**config.mk**
```make
export PLATFORM = sky130hd
export DESIGN_NAME = udp_box_cmd_flat
export DESIGN_NICKNAME = d
export VERILOG_FILES = /design/src/rtl/udp_box_cmd_if.sv /design/src/rtl/udp_box_cmd.sv /design/src/flat_wrapper.sv
export SDC_FILE = /design/constraint.sdc
export NUM_CORES = 1
export LEC_CHECK = 0
export CAP_MARGIN = 20
export CORE_MARGIN = 2
export CORE_UTILIZATION = 55
export DETAILED_ROUTE_END_ITERATION = 8
export GPL_TIMING_DRIVEN = 1
export PLACE_DENSITY = 0.8
export SYNTH_ARGS = -nofsm -noshare
export SYNTH_HDL_FRONTEND = slang
export SYNTH_SLANG_ARGS = --single-unit
```
**constraint.sdc**
```tcl
create_clock -name clk -period 3.59 [get_ports clk]
set_clock_uncertainty 0.1 [all_clocks]
set_input_delay 0.5385 -clock clk [delete_from_list [all_inputs] [get_ports clk]]
set_output_delay 0.5385 -clock clk [all_outputs]
set_load 0.02 [all_outputs]
```
**src/rtl/udp_box_cmd_if.sv**
```systemverilog
// -----------------------------------------------------------------------------
// udp_box_cmd_if
// Byte stream from the UDP packet receiver into the box command decoder.
//   valid    : byte strobe, high for data_len consecutive cycles per packet
//   i_data   : payload byte, meaningful when valid=1
//   data_len : payload length, stable while valid=1
// Modports: master = packet receiver (drives), slave = decoder (samples).
// -----------------------------------------------------------------------------
interface udp_box_cmd_if;
   logic        valid;
   logic [7:0]  i_data;
   logic [15:0] data_len;

   modport master (output valid, output i_data, output data_len);
   modport slave  (input  valid, input  i_data, input  data_len);
endinterface

```
**src/rtl/udp_box_cmd.sv**
```systemverilog
// -----------------------------------------------------------------------------
// udp_box_cmd
// Decodes 14-byte box-overlay command packets from the UDP RX byte stream and
// holds per-box coordinates/colours for the frame processing stage.
//
// Packet (big-endian): A5 | {en,id[6:0]} | sx | sy | ex | ey | R G B | xor
//
// Ports:
//   clk, rstn          : rgmii_clk domain clock, async active-low reset
//   rx (slave)         : valid / i_data / data_len byte stream
//   start_xs, end_xs   : 11 bits per box, box i at [11*i +: 11]
//   start_ys, end_ys   : 10 bits per box, box i at [10*i +: 10]
//   colors             : RGB888 per box, box i at [24*i +: 24]
//   box_en             : 1 = box i drawn
//   update / upd_id    : commit pulse and id of the last committed box
//   cmd_err / err_cnt  : reject pulse and saturating reject count
//
// Build option: define BOX_CLAMP_EN to clamp out-of-range coordinates to the
// active area instead of rejecting the packet.
// -----------------------------------------------------------------------------
module udp_box_cmd #(
   parameter int         N_BOX = 1,
   parameter int         H_ACT = 1280,
   parameter int         V_ACT = 720,
   parameter logic [7:0] MAGIC = 8'hA5
) (
   input  logic                  clk,
   input  logic                  rstn,
   udp_box_cmd_if.slave          rx,
   output logic [11*N_BOX-1:0]   start_xs,
   output logic [10*N_BOX-1:0]   start_ys,
   output logic [11*N_BOX-1:0]   end_xs,
   output logic [10*N_BOX-1:0]   end_ys,
   output logic [24*N_BOX-1:0]   colors,
   output logic [N_BOX-1:0]      box_en,
   output logic                  update,
   output logic [7:0]            upd_id,
   output logic                  cmd_err,
   output logic [7:0]            err_cnt
);

   localparam logic [15:0] X_MAX   = 16'(H_ACT - 1);
   localparam logic [15:0] Y_MAX   = 16'(V_ACT - 1);
   localparam logic [15:0] PKT_LEN = 16'd14;

   typedef enum logic [1:0] {IDLE, BODY, CHECK, DROP} state_t;

   state_t      state, nxt_state;
   logic [3:0]  idx;          // index of the next byte expected in BODY
   logic [7:0]  chk;          // running XOR of all bytes, 0 when checksum is good
   logic [7:0]  pkt [0:12];   // bytes 0..12; the checksum byte lives only in chk
   logic        err, commit;

   logic [6:0]  box_id;
   logic [15:0] sx_raw, sy_raw, ex_raw, ey_raw;
   logic [15:0] sx_v, sy_v, ex_v, ey_v;
   logic        range_ok, pkt_ok;

   // ---------------- control registers ----------------
   // NOTE: sequential state uses non-blocking assignments so every register
   // samples the pre-edge value of its neighbours.
   always_ff @(posedge clk or negedge rstn) begin
      if (!rstn) begin
         state <= IDLE;
         idx   <= 4'd0;
         chk   <= 8'h00;
      end else begin
         state <= nxt_state;
         if (state == IDLE && rx.valid) begin
            idx <= 4'd1;
            chk <= rx.i_data;
         end else if (state == BODY && rx.valid) begin
            idx <= idx + 4'd1;
            chk <= chk ^ rx.i_data;
         end
      end
   end

   // NOTE: the byte buffer is pure datapath, always overwritten before it is
   // used, so it carries no reset.
   always_ff @(posedge clk) begin
      if (rx.valid) begin
         if (state == IDLE)
            pkt[0] <= rx.i_data;
         else if (state == BODY && idx <= 4'd12)
            pkt[idx] <= rx.i_data;
      end
   end

   // ---------------- field decode and validation ----------------
   assign box_id = pkt[1][6:0];
   assign sx_raw = {pkt[2], pkt[3]};
   assign sy_raw = {pkt[4], pkt[5]};
   assign ex_raw = {pkt[6], pkt[7]};
   assign ey_raw = {pkt[8], pkt[9]};

   // Range handling works on the full 16-bit values; truncation to the output
   // widths happens only at commit.
   always_comb begin
      sx_v     = sx_raw;
      sy_v     = sy_raw;
      ex_v     = ex_raw;
      ey_v     = ey_raw;
      range_ok = 1'b1;
`ifdef BOX_CLAMP_EN
      if (sx_raw > X_MAX) sx_v = X_MAX;
      if (ex_raw > X_MAX) ex_v = X_MAX;
      if (sy_raw > Y_MAX) sy_v = Y_MAX;
      if (ey_raw > Y_MAX) ey_v = Y_MAX;
`else
      range_ok = (sx_raw <= X_MAX) && (ex_raw <= X_MAX) &&
                 (sy_raw <= Y_MAX) && (ey_raw <= Y_MAX);
`endif
   end

   assign pkt_ok = (pkt[0] == MAGIC) && (chk == 8'h00) &&
                   ({25'd0, box_id} < 32'(N_BOX)) &&
                   (sx_v <= ex_v) && (sy_v <= ey_v) && range_ok;

   // ---------------- next state ----------------
   // NOTE: every signal written here gets a default first, so no latches form.
   always_comb begin
      nxt_state = state;
      err       = 1'b0;
      commit    = 1'b0;
      case (state)
         IDLE:
            if (rx.valid) begin
               if (rx.data_len == PKT_LEN) begin
                  nxt_state = BODY;
               end else begin
                  err       = 1'b1;
                  nxt_state = DROP;
               end
            end
         BODY:
            if (rx.valid) begin
               if (idx == 4'd13) nxt_state = CHECK;
            end else begin
               err       = 1'b1;        // truncated packet
               nxt_state = IDLE;
            end
         CHECK:
            if (rx.valid) begin
               err       = 1'b1;        // overrun: more than 14 bytes
               nxt_state = DROP;
            end else begin
               nxt_state = IDLE;
               if (pkt_ok) commit = 1'b1;
               else        err    = 1'b1;
            end
         DROP:
            if (!rx.valid) nxt_state = IDLE;
         default:
            nxt_state = IDLE;
      endcase
   end

   // ---------------- output registers ----------------
   always_ff @(posedge clk or negedge rstn) begin
      if (!rstn) begin
         start_xs <= '0;
         start_ys <= '0;
         end_xs   <= '0;
         end_ys   <= '0;
         colors   <= '0;
         box_en   <= '0;
         update   <= 1'b0;
         upd_id   <= 8'h00;
         cmd_err  <= 1'b0;
         err_cnt  <= 8'h00;
      end else begin
         update  <= commit;
         cmd_err <= err;
         if (err && err_cnt != 8'hFF) err_cnt <= err_cnt + 8'd1;
         if (commit) begin
            upd_id <= {1'b0, box_id};
            for (int i = 0; i < N_BOX; i++) begin
               if (box_id == 7'(i)) begin
                  start_xs[11*i +: 11] <= sx_v[10:0];
                  end_xs[11*i +: 11]   <= ex_v[10:0];
                  start_ys[10*i +: 10] <= sy_v[9:0];
                  end_ys[10*i +: 10]   <= ey_v[9:0];
                  colors[24*i +: 24]   <= {pkt[10], pkt[11], pkt[12]};
                  box_en[i]            <= pkt[1][7];
               end
            end
         end
      end
   end

endmodule

```
**src/flat_wrapper.sv**
```systemverilog
// flat-port wrapper written by rule: the top's interface ports become plain ports
module udp_box_cmd_flat 
#(
   parameter int         N_BOX = 1,
   parameter int         H_ACT = 1280,
   parameter int         V_ACT = 720,
   parameter logic [7:0] MAGIC = 8'hA5
)
  (clk, rstn, start_xs, start_ys, end_xs, end_ys, colors, box_en, update, upd_id, cmd_err, err_cnt, rx_valid, rx_i_data, rx_data_len);
  udp_box_cmd_if rx_i ();
  input  logic clk;
  input  logic rstn;
  output logic [11*N_BOX-1:0] start_xs;
  output logic [10*N_BOX-1:0] start_ys;
  output logic [11*N_BOX-1:0] end_xs;
  output logic [10*N_BOX-1:0] end_ys;
  output logic [24*N_BOX-1:0] colors;
  output logic [N_BOX-1:0] box_en;
  output logic update;
  output logic [7:0] upd_id;
  output logic cmd_err;
  output logic [7:0] err_cnt;
  input wire logic [$bits(rx_i.valid)-1:0] rx_valid;
  input wire logic [$bits(rx_i.i_data)-1:0] rx_i_data;
  input wire logic [$bits(rx_i.data_len)-1:0] rx_data_len;
  assign rx_i.valid = rx_valid;
  assign rx_i.i_data = rx_i_data;
  assign rx_i.data_len = rx_data_len;
  udp_box_cmd #(.N_BOX(N_BOX), .H_ACT(H_ACT), .V_ACT(V_ACT), .MAGIC(MAGIC)) u_core (.clk(clk), .rstn(rstn), .rx(rx_i), .start_xs(start_xs), .start_ys(start_ys), .end_xs(end_xs), .end_ys(end_ys), .colors(colors), .box_en(box_en), .update(update), .upd_id(upd_id), .cmd_err(cmd_err), .err_cnt(err_cnt));
endmodule
```
## Word-level counts from Yosys, hierarchy flattened

Memories as Yosys holds them, arrays and structs flattened. A register that Yosys moved wholly into a read port is not among the register bits.
Cells that the tools add are included.

| operators by class | value |
|---|---|
| bitwise operators | 1 |
| reduce and logical (&&, ||, !) cells | 22 |
| equal/unequal tests | 10 |
| $add $sub $neg | 2 |
| order comparisons | 8 |
| mux-type cells | 30 |

Operator list:

| cell | count |
|---|---|
| 16-bit by 10-bit less-or-equal comparator with 1-bit output (second input constant) | 2 |
| 16-bit by 11-bit less-or-equal comparator with 1-bit output (second input constant) | 2 |
| 16-bit less-or-equal comparator | 2 |
| 8-bit 2-to-1 mux | 3 |
| 16-bit by 4-bit == test with 1-bit output (second input constant) | 1 |
| 1-bit 2-to-1 mux | 16 |
| 1-bit logical AND | 12 |
| 2-bit 2-to-1 mux | 6 |
| 4-bit 2-to-1 mux | 3 |
| 8-bit by 1-bit adder with 8-bit output (second input constant) | 1 |
| 8-bit == test (second input constant) | 1 |
| 8-bit zero test | 1 |
| 8-bit != test (second input constant) | 1 |
| 2-bit case mux with 4 select lines | 1 |
| 8-bit OR reduction | 1 |
| 8-bit XOR | 1 |
| 7-bit zero test | 1 |
| 7-bit by 1-bit < comparator with 1-bit output (second input constant) | 1 |
| 4-bit by 1-bit adder with 4-bit output (second input constant) | 1 |
| 2-bit == test (second input constant) | 2 |
| 4-bit == test (second input constant) | 1 |
| 4-bit less-or-equal comparator (second input constant) | 1 |
| 2-bit != test (second input constant) | 2 |
| 1-bit zero test | 3 |
| 7 further kinds | 7 |

| storage, ports and cells | value |
|---|---|
| memories | 1 |
| output and inout bits | 85 |
| input port bits | 27 |
| word-level logic and storage cells | 86 |
| bits in writable memories | 104 |
| register bits after elaboration | 74 |

Memories:

| memory | words | bits a word | read ports | clocked after memory_dff | wr ports | line | RTL |
|---|---|---|---|---|---|---|---|
| u_core.pkt | 13 | 8 | 13 | 3 | 1 | udp_box_cmd.sv:51 | `logic [7:0] pkt [0:12];` |

## Depth between registers and ports, before layout

Gate-level depths: netlist of run 1.
An unclocked memory read counts as a cell.

| logic depth | value |
|---|---|
| depth in word-level cells | 11 |
| mapped depth | 10 |
| depth with buffers taken out | 9 |

## Worst setup path after synthesis of run 1

OpenSTA, ideal clock, no wires.

| timing | value |
|---|---|
| path type | reg-to-reg |
| from | memory u_core.pkt[3][5] |
| to | register u_core.start_xs[8] |
| required time | 3.363 ns |
| setup time | 0.127 ns |
| data arrival time | 2.491 ns |
| clock period less this slack | 2.718 ns |
| setup slack | 0.872 ns |
| stages on the path, launching flop included | 10 |
| buffers on the path | 2 |
| path through | edfxtp_1 ha_1 a21oi_1 o21ai_1 a221o_1 o31a_1 a2111oi_4 buf_6 buf_4 mux2_1 |

RTL lines:

| element | line | RTL |
|---|---|---|
| start: declaration | udp_box_cmd.sv:51 |  |
| end signal: indexed assignment | udp_box_cmd.sv:180 | `start_xs[11*i +: 11] <= sx_v[10:0];` |
| end: declaration | udp_box_cmd.sv:30 | `output logic [11*N_BOX-1:0] start_xs,` |

==> results of run 1 <==
-- registers in the layout (all words and copies together), names as in the netlist, 4 cells and up --
name / cells
u_core.start_xs: 11
u_core.end_ys: 10
u_core.idx: 4
u_core.chk: 8
u_core.colors: 24
u_core.err_cnt: 8
u_core.end_xs: 11
u_core.pkt: 104
u_core.start_ys: 10
u_core.upd_id: 7
-- where the power goes --
part	leakage (nW)	internal [mW]	switching (mW)
combinational	1.76	0.246	0.289
clock	0.323	1.23	0.834
sequential	2.26	2.57	0.151
total	4.34	4.05	1.27
-- worst max path at each step --
stage                startpoint                 end  depth (start not counted)
2_1_floorplan  u_core.pkt[3][5]  u_core.start_xs[8]                          9
3_3_place_gp           rx_valid  u_core.start_ys[3]                          8
3_5_place_dp           rx_valid  u_core.start_xs[6]                          8
4_1_cts        u_core.pkt[6][6]  u_core.start_xs[7]                          9
5_1_grt        u_core.pkt[6][6]  u_core.start_xs[7]                          9
6_report       u_core.pkt[6][6]  u_core.start_xs[7]                          9
-- cell type report --
| type | count | area share, % |
|---|---|---|
| flip-flops and latches | 202 | 54.7 |
| well taps | 184 | 2.26 |
| inverters | 37 | 1.36 |
| clock buffers | 30 | 5.88 |
| clock inverters | 7 | 0.590 |
| repair buffers | 125 | 12.0 |
| multi-input cells | 296 | 23.1 |
-- Yosys cell counts --
cell | number | share of area [%]
nor3b_1 | 2 | 0.18
nand4_1 | 9 | 0.69
buf_6 | 6 | 0.83
inv_1 | 37 | 1.7
nand4b_1 | 1 | 0.11
xor2_1 | 6 | 0.64
nor3_1 | 10 | 0.61
clkbuf_1 | 7 | 0.32
or3_1 | 1 | 0.077
a2111oi_4 | 1 | 0.34
a31o_2 | 1 | 0.11
conb_1 | 1 | 0.046
nor4_1 | 13 | 0.99
and4_1 | 1 | 0.11
a311oi_1 | 6 | 0.64
a221o_1 | 1 | 0.12
o21ai_1 | 1 | 0.061
and2_1 | 1 | 0.077
ha_1 | 36 | 5.5
dfrtp_1 | 98 | 30
a22o_1 | 2 | 0.21
and3_1 | 3 | 0.23
o31a_1 | 1 | 0.11
nor4b_1 | 2 | 0.21
nor2b_1 | 9 | 0.69
nand2_1 | 16 | 0.73
o211ai_1 | 3 | 0.28
nor2_1 | 30 | 1.4
nor4bb_1 | 3 | 0.37
buf_4 | 2 | 0.18
o21a_1 | 2 | 0.18
a211oi_2 | 1 | 0.15
a21boi_1 | 1 | 0.092
edfxtp_1 | 104 | 38
a21o_1 | 7 | 0.64
nand3_1 | 14 | 0.86
mux2_2 | 17 | 2.3
buf_2 | 1 | 0.061
a21oi_1 | 25 | 1.5
mux2_1 | 53 | 7.3
a221oi_1 | 1 | 0.11
o22a_1 | 1 | 0.11
nand2b_1 | 7 | 0.54
o21ai_0 | 7 | 0.43
-- logic make-up (layout without fill, tap and decap cells) --
kind of cell	after synthesis	in the layout	share of synthesized area, %
DFF	202	202	68.1
muxes	70	70	9.63
AOI/OAI and AO/OA	61	61	5.11
buffers and inverters	53	199	3.09
xor gates and xnor gates	6	6	0.642
and+or+nand+nor	122	122	7.84
adders and majority gates	36	36	5.50
other	1	1	0.0458
-- metal layers --
metal  part of all wire (%)  vias to the layer above  global-route usage, %
met5                      0                        -                      0
met4                    2.7                        0                   7.37
met3                    6.1                       43                   3.82
met2                     50                      201                   36.8
met1                     42                     2508                   29.0
li1                       -                     2293                      -
-- per-stage QoR --
step                cell area, µm²  worst slack [ps]
floorplan                     8180               872
global placement              9520               499
detailed placement            9520               448
CTS                          10200               467
global route                 10200               286
finish                       10200               433
-- timing repair --
item,4_1_cts,5_1_grt
gates resized for setup,0,0
endpoints found under the hold margin,37,0
hold buffers,1,0
==> flow_summary.json, run 1 <==
{
  "outcome": "finished clean",
  "maxSlewViolCount": 0,
  "rows": 44,
  "nNetsFinal": 746,
  "final.min_clock_period_ps": 3160,
  "setup_viol": 0,
  "multi_input_area_um2": 2350,
  "max-vdd-ir-drop_mv": 0.467,
  "whs_ps": 359,
  "slowest_delay_ps": 420,
  "numCtsBuffers": 21,
  "crit_family": "simple AND/OR/NAND/NOR gates",
  "antenna_found_initial": 0,
  "drt-initial-drc-count": 306,
  "p_per_area_nw_per_um2": 522,
  "final.setup.tns_ps": 0,
  "timing.slew.headroom_pct": 42.7,
  "rsz0062_at_grt": "no",
  "worstHoldPathType": "flip-flop to flip-flop",
  "ys_types": 44,
  "arrival_ps": 3400,
  "grt_pass1_wl_mm": 27.5,
  "avgRoutedWirePerCell_um": 19.0,
  "finalWeightedCongestion": 0.882,
  "htreeDepth": 1,
  "clock_latency_ps": 480,
  "finish.utilization_pct": 70.1,
  "reg2reg_to": "u_core.start_xs[7]",
  "ios": 112,
  "gr-total-overflow": 0,
  "area_growth_syn_to_layout_pct": 24.5,
  "dr_total_vias": 5045,
  "crit_chain": "inv_1 > ha_1 > nand4_1 > nor4_1 > nand2_1 > o31a_1 > a2111oi_4 > buf_12 > mux2_1",
  "finalNonFillerCells": 881,
  "post_cts_buffers": 0,
  "hp-start": "u_core.pkt[12][5]",
  "dpl.cell_count": 843,
  "dr.pass1.iters": 5,
  "routed_wirelength_mm": 16.8,
  "r2r_cells": 9,
  "syn_area_per_cell_um2": 14.9,
  "track_usage_pct": 21.8,
  "num-fill-cells": 993,
  "seq_area_um2": 5580,
  "fin_crit_sh_pct": 87.9,
  "via_per_inst": 5.73,
  "worstPathBufferInverterCount": 2,
  "finalHoldViolCount": 0,
  "synth-seq-area-share_pct": 68.1,
  "grt_max_degree": 75,
  "crit_required_ps": 3840,
  "diodes": 0,
  "final_common_cell": "clkdlybuf4s50_1",
  "synth-seq-cells": 202,
  "hpwl_mm": 11.0,
  "crit_path_end_kind": "flip-flop",
  "r2r_start": "u_core.pkt[6][6]",
  "cts_tree": "yes",
  "path_clk_slew_ps": 60,
  "syn_inst": 551,
  "grt_pass1_vias": 5345,
  "ant_nets": 0,
  "worst_pin_slew_ps": 857,
  "drive_gt1_share_pct": 9.33,
  "worstSetupStartpointType": "flip-flop",
  "worstHoldPathCells": 1,
  "power_mw": 5.32,
  "die-area_um2": 15900,
  "synth_warnings": 0,
  "path_max_fanout": 74,
  "clock_path_buffers": 3,
  "synth_area_um2": 8180,
  "cts.sinks": 202,
  "cts-root-buf": "clkbuf_16",
  "start_util_pct": 56.3,
  "final_cell_mix": "109 x clkdlybuf4s50_1, 104 x edfxtp_1, 98 x dfrtp_1",
  "drv_cap": 0,
  "hold_end": "u_core.colors[5]",
  "io_buffers": 110,
  "crit_type": "flip-flop to flip-flop",
  "drc": 0,
  "p_leak_nw": 4.34,
  "dieWidth_um": 126,
  "core_um2": 14500,
  "die_h_um": 126,
  "cp_slowest_cell": "nor4_1",
  "rrSetupSlack_ps": 430,
  "synth_nets": 614,
  "fmax_ghz": 0.317
}
Power figures use the tool's default switching activity.
==> run 2: changes to the inputs <==
--- a/config.mk
+++ b/config.mk
@@ -5,12 +5,13 @@
 export SDC_FILE = /design/constraint.sdc
 export NUM_CORES = 1
 export LEC_CHECK = 0
+export ABC_AREA = 1
 export CAP_MARGIN = 20
 export CORE_MARGIN = 2
-export CORE_UTILIZATION = 55
+export CORE_UTILIZATION = 49
 export DETAILED_ROUTE_END_ITERATION = 8
 export GPL_TIMING_DRIVEN = 1
-export PLACE_DENSITY = 0.8
+export PLACE_DENSITY = 0.72
 export SYNTH_ARGS = -nofsm -noshare
 export SYNTH_HDL_FRONTEND = slang
 export SYNTH_SLANG_ARGS = --single-unit
==> flow_summary.json, run 2 <==
{
  "outcome": "finished clean",
  "drive_gt1_share_pct": 4.82,
  "p_leak_nw": 4.56,
  "syn_area_per_cell_um2": 11.0,
  "synth_area_leader_cell": "edfxtp_1",
  "clock_latency_ps": 490,
  "htreeDepth": 1,
  "hpwl_mm": 11.2,
  "ios": 112,
  "synth.top_cell.area_share_pct": 37.9,
  "synth_nets": 813,
  "area_growth_syn_to_layout_pct": 24.9,
  "core_um2": 16500,
  "post_cts_resized": 0,
  "grt_max_degree": 91,
  "worstHoldPathType": "flip-flop to flip-flop",
  "synth_area_um2": 8230,
  "dieWidth_um": 134,
  "grt_pass1_wl_mm": 27.4,
  "seq_area_um2": 5580,
  "grt_pass1_vias": 5297,
  "synth_commonest_cells": "244 x nand2_1, 104 x edfxtp_1, 98 x dfrtp_1",
  "syn_inst": 750,
  "reg_top3": "u_core.pkt (104), u_core.colors (24)",
  "track_usage_pct": 19.5,
  "reg2reg_to": "u_core.end_ys[7]",
  "crit_path_end_kind": "flip-flop",
  "finish.utilization_pct": 62.2,
  "final_cell_mix": "244 x nand2_1, 109 x clkdlybuf4s50_1, 104 x edfxtp_1",
  "rows": 47,
  "path_max_fanout": 90,
  "post_cts_buffers": 0,
  "final_common_cell": "nand2_1",
  "start_util_pct": 49.8,
  "synth_area_leaders": "edfxtp_1 38%, dfrtp_1 30%, nand2_1 11%",
  "synth-seq-area-share_pct": 67.7,
  "finalWeightedCongestion": 0.850,
  "switchingPower_mw": 1.14,
  "worst_pin_slew_ps": 914,
  "clkPwrFrac_pct": 40.6,
  "swShare_pct": 22.6,
  "diodes": 0,
  "avgRoutedWirePerCell_um": 15.3,
  "die_h_um": 134,
  "drv_cap": 0,
  "yosysMostFrequentCell": "nand2_1",
  "ant_nets": 0,
  "clock_path_buffers": 3,
  "postCtsHoldBufs": 0,
  "ys_types": 31,
  "finalHoldViolCount": 0,
  "cts_tree": "yes",
  "p_per_area_nw_per_um2": 492,
  "max-vdd-ir-drop_mv": 0.271,
  "numCtsBuffers": 21,
  "io_buffers": 110,
  "worstSetupStartpointType": "flip-flop",
  "synth_warnings": 0,
  "via_per_inst": 4.99,
  "power.internal_mw": 3.92,
  "timing.slew.headroom_pct": 39.1,
  "fmax_ghz": 0.368,
  "top_register": "u_core.pkt",
  "fin_crit_sh_pct": 75.7,
  "drt-initial-drc-count": 305,
  "rrSetupSlack_ps": 870,
  "cts.sinks": 202,
  "r2r_cells": 11,
  "path_clk_slew_ps": 60,
  "num-fill-cells": 1306,
  "synthFlopType": "edfxtp_1",
  "nNetsFinal": 940,
  "r2r_start": "u_core.pkt[4][7]",
  "final.min_clock_period_ps": 2720,
  "rsz0062_at_grt": "no",
  "cts-root-buf": "clkbuf_16",
  "maxSlewViolCount": 0,
  "crit_required_ps": 3900,
  "combPwrFrac_pct": 7.8,
  "async_flop_share_pct": 48.5,
  "pwr-share-seq_pct": 51.6,
  "gr-total-overflow": 0,
  "final.setup.tns_ps": 0,
  "multi_input_area_um2": 2300,
  "synth-edff-count": 104,
  "routed_wirelength_mm": 17.0,
  "worstHoldPathCells": 2,
  "arrival_ps": 3030,
  "hp-start": "u_core.pkt[10][7]",
  "drc": 0,
  "dr_total_vias": 5553,
  "setup_viol": 0,
  "synth-seq-cells": 202,
  "hold_end": "u_core.colors[23]",
  "antenna_found_initial": 0,
  "dr.pass1.iters": 5,
  "largest_register_ffs": 104,
  "die-area_um2": 17800,
  "crit_type": "flip-flop to flip-flop"
}
-- run 2: changes by cell type in the layout (fill, tap and decap cells not counted), sizes merged, moves of 4 or more --
cell	delta
a21o	-6
a311oi	-6
buf	-4
inv	+33
mux2	-70
nand2	+228
nand2b	-7
nor2	+33
nor2b	-9
nor4	-10
o21ai	+23
xor2	+6
-- run 2: how the worst max path moves through the flow --
stage	from	to	slack, ps	cells after the start
final	u_core.pkt[4][7]	u_core.end_ys[7]	870	11
after global routing	u_core.pkt[8][7]	u_core.end_ys[7]	590	12
after CTS	u_core.pkt[4][7]	u_core.end_ys[8]	890	11
after detailed placement	rx_valid	u_core.end_xs[1]	800	12
after global placement	rx_valid	u_core.pkt[6][7]	840	7
after floorplan	u_core.idx[0]	u_core.pkt[12][0]	1130	7
-- run 2: kinds of logic after synthesis --
group,share of synthesized area (%)
AND/OR/NAND/NOR,17.0
flip-flops,67.7
buffers and inverters,4.36
AO/OA/AOI/OAI,3.86
adder cells (fa/ha/maj),5.47
XOR/XNOR,1.49
other,0.0456
-- run 2: routing by layer --
| layer | part of all wire [%] | track usage [%] |
|---|---|---|
| met5 | 0 | 0 |
| met4 | 1.9 | 4.91 |
| met3 | 4.9 | 2.93 |
| met2 | 47 | 31.6 |
| met1 | 46 | 28.0 |
-- run 2: cell type report --
class / instances / share of cell area [%]
clock buffers: 29 / 5.71
clock inverters: 9 / 0.681
inverters: 70 / 2.57
multi-input cells: 461 / 22.3
flip-flops and latches: 202 / 54.2
well taps: 220 / 2.68
repair buffers: 121 / 11.8
-- run 2: per-stage QoR --
stage / std cells / power [mW] / hold slack (ps) / setup WS [ps] / cell area, µm²
4_1_cts: 1110 / 5.10 / 182 / 887 / 10200
3_5_place_dp: 1072 / 3.05 / 326 / 802 / 9590
3_3_place_gp: 1072 / 3.04 / 321 / 844 / 9590
2_1_floorplan: 750 / 2.86 / 143 / 1130 / 8230
6_report: 1112 / 5.06 / 340 / 872 / 10300
5_1_grt: 1112 / 5.28 / 347 / 593 / 10300
-- run 2: worst max-delay path, stage by stage (launching register included) --
cell	delay (ps)
edfxtp_1	390
ha_1	320
nand2_1	100
nor3_1	300
nand2_1	90
nand2_1	60
nand2_1	50
and2_1	140
nand3_2	70
buf_4	680
nand2_1	140
o21ai_1	110
-- run 2: power groups by stage --
stage | Clock (mW) | Sequential [mW] | Combinational [mW]
finish | 2.05 | 2.61 | 0.394
floorplan | 0 | 2.67 | 0.192
global route | 2.20 | 2.63 | 0.449
global placement | 0 | 2.66 | 0.383
CTS | 2.09 | 2.61 | 0.395
detailed placement | 0 | 2.66 | 0.392
==> run 3: changes to the inputs <==
--- a/config.mk
+++ b/config.mk
@@ -11,7 +11,7 @@
 export CORE_UTILIZATION = 49
 export DETAILED_ROUTE_END_ITERATION = 8
 export GPL_TIMING_DRIVEN = 1
-export PLACE_DENSITY = 0.72
+export PLACE_DENSITY = 0.75
 export SYNTH_ARGS = -nofsm -noshare
 export SYNTH_HDL_FRONTEND = slang
 export SYNTH_SLANG_ARGS = --single-unit
==> constraint.sdc (replaced) <==
create_clock -name clk -period 2.4 [get_ports clk]
set_clock_uncertainty 0.1 [all_clocks]
set_input_delay 0.36 -clock clk [delete_from_list [all_inputs] [get_ports clk]]
set_output_delay 0.36 -clock clk [all_outputs]
set_load 0.02 [all_outputs]
==> flow_summary.json, run 3 (same netlist as run 2, synthesis figures left out) <==
{
  "outcome": "finished clean",
  "swShare_pct": 22.1,
  "path_max_fanout": 9,
  "reg2reg_to": "u_core.colors[12]",
  "cts_tree": "yes",
  "arrival_ps": 2630,
  "fmax_ghz": 0.423,
  "dr.pass1.iters": 5,
  "worstHoldPathType": "input port to asynchronous set/reset pin",
  "ant_nets": 0,
  "start_util_pct": 49.8,
  "routed_wirelength_mm": 19.9,
  "fin_crit_sh_pct": 98.5,
  "top_register": "u_core.pkt",
  "drive_gt1_share_pct": 14.7,
  "nNetsFinal": 995,
  "grt_max_degree": 76,
  "grt_pass1_vias": 5587,
  "grt_pass1_wl_mm": 28.1,
  "rsz0062_at_grt": "yes",
  "clock_path_buffers": 3,
  "cts.sinks": 202,
  "worst_pin_slew_ps": 863,
  "dr_total_vias": 5979,
  "p_leak_nw": 4.96,
  "dieWidth_um": 134,
  "gr-total-overflow": 0,
  "crit_path_frequent_cell": "nand2_1",
  "setup_viol": 0,
  "slowest_delay_ps": 380,
  "finalHoldViolCount": 0,
  "diodes": 0,
  "area_growth_syn_to_layout_pct": 35.4,
  "crit_required_ps": 2670,
  "final_common_cell": "nand2_1",
  "power.internal_mw": 6.04,
  "crit_path_end_kind": "flip-flop",
  "track_usage_pct": 19.9,
  "die_h_um": 134,
  "power_mw": 7.76,
  "p_per_area_nw_per_um2": 696,
  "avgRoutedWirePerCell_um": 17.0,
  "final_cell_mix": "217 x nand2_1, 109 x clkdlybuf4s50_1, 104 x edfxtp_1",
  "rrSetupSlack_ps": 40,
  "combPwrFrac_pct": 8.8,
  "r2r_start": "u_core.pkt[8][1]",
  "io_buffers": 110,
  "path_clk_slew_ps": 60,
  "drv_cap": 0,
  "crit_chain": "inv_1 > ha_4 > nand2_1 > nand2_1 > nand3_1 > nand2_1 > a21oi_2 > nand2_1 > nand2_1 > and2_4 > nand3_4 > buf_12 > buf_6 > nand2_1 > nand2_1",
  "crit_type": "flip-flop to flip-flop",
  "timing.slew.headroom_pct": 42.3,
  "antenna_found_initial": 0,
  "rows": 47,
  "numCtsBuffers": 20,
  "die-area_um2": 17800,
  "clock_latency_ps": 490,
  "r2r_cells": 15,
  "maxSlewViolCount": 0,
  "finish.utilization_pct": 67.5,
  "pwr-share-seq_pct": 50.3,
  "via_per_inst": 5.13,
  "clkPwrFrac_pct": 40.9,
  "drt-initial-drc-count": 411,
  "cp_slowest_cell": "edfxtp_1",
  "ios": 112,
  "reg_top3": "u_core.pkt (104), u_core.colors (24)",
  "worstSetupStartpointType": "flip-flop",
  "max-vdd-ir-drop_mv": 0.504,
  "largest_register_ffs": 104,
  "core_um2": 16500,
  "htreeDepth": 1,
  "final.min_clock_period_ps": 2360,
  "finalWeightedCongestion": 0.863,
  "cts-root-buf": "clkbuf_16",
  "num-fill-cells": 1199,
  "hpwl_mm": 11.7,
  "switchingPower_mw": 1.72,
  "drc": 0
}
-- run 3: cell type report --
type / count / area [µm²] / share of cell area, %
repair inverters: 1 / 11.3 / 0.101
clock inverters: 4 / 70.1 / 0.629
repair buffers: 175 / 1820 / 16.3
well taps: 220 / 275 / 2.47
clock buffers: 32 / 607 / 5.44
multi-input cells: 462 / 2510 / 22.5
inverters: 70 / 275 / 2.47
flip-flops and latches: 202 / 5580 / 50.0
-- run 3: metal layers --
layer | up-vias | track usage (%) | share of wire (%)
met4 | 0 | 5.32 | 3.6
met3 | 47 | 2.85 | 6.4
li1 | 2829 | - | -
met5 | - | 0 | 0
met2 | 236 | 33.0 | 48
met1 | 2867 | 27.8 | 42
-- run 3: power by group through the flow --
stage	sequential, mW	clock [mW]	combinational [mW]
6_report	3.90	3.17	0.684
5_1_grt	3.92	3.36	0.757
4_1_cts	3.90	3.20	0.673
3_5_place_dp	3.97	0	0.666
3_3_place_gp	3.96	0	0.650
2_1_floorplan	3.99	0	0.290
-- run 3: per-stage QoR --
stage               area (µm²)  setup TNS, ps  hold slack (ps)  worst slack, ps  std cells
global route             11100          -3600              343             -104       1166
detailed placement        9900          -8680              267             -146       1106
finish                   11100              0              300             37.2       1166
CTS                      10600              0              304             13.0       1143
floorplan                 8240              0            -35.6             54.9        750
global placement          9900          -4270              266            -86.0       1106
-- run 3: worst max-delay path by stage --
stage,cells after the start,to,slack (ps),startpoint
after global placement,5,u_core.pkt[12][3],-90,rx_valid
final,15,u_core.colors[12],40,u_core.pkt[8][1]
after floorplan,5,u_core.pkt[3][0],50,u_core.state[1]
after CTS,10,u_core.pkt[0][6],10,u_core.idx[0]
after global routing,17,u_core.colors[8],-100,u_core.pkt[5][2]
after detailed placement,5,u_core.pkt[12][4],-150,rx_valid
-- run 3: timing repair --
item,in CTS,in global routing
setup endpoints to repair,5,96
buffers inserted,0,8
hold endpoints to repair,36,0
hold buffers,1,0
cloned,0,15
pin swaps,0,12
gates resized for setup,2,59
-- run 3: critical path, delay by kind of cell (launching register included) --
family	cells	cell delay, ps
AO/OA/AOI/OAI	1	160
adder cells (fa/ha/maj)	1	230
buffers and inverters	3	530
flip-flops	1	380
AND/OR/NAND/NOR	10	840
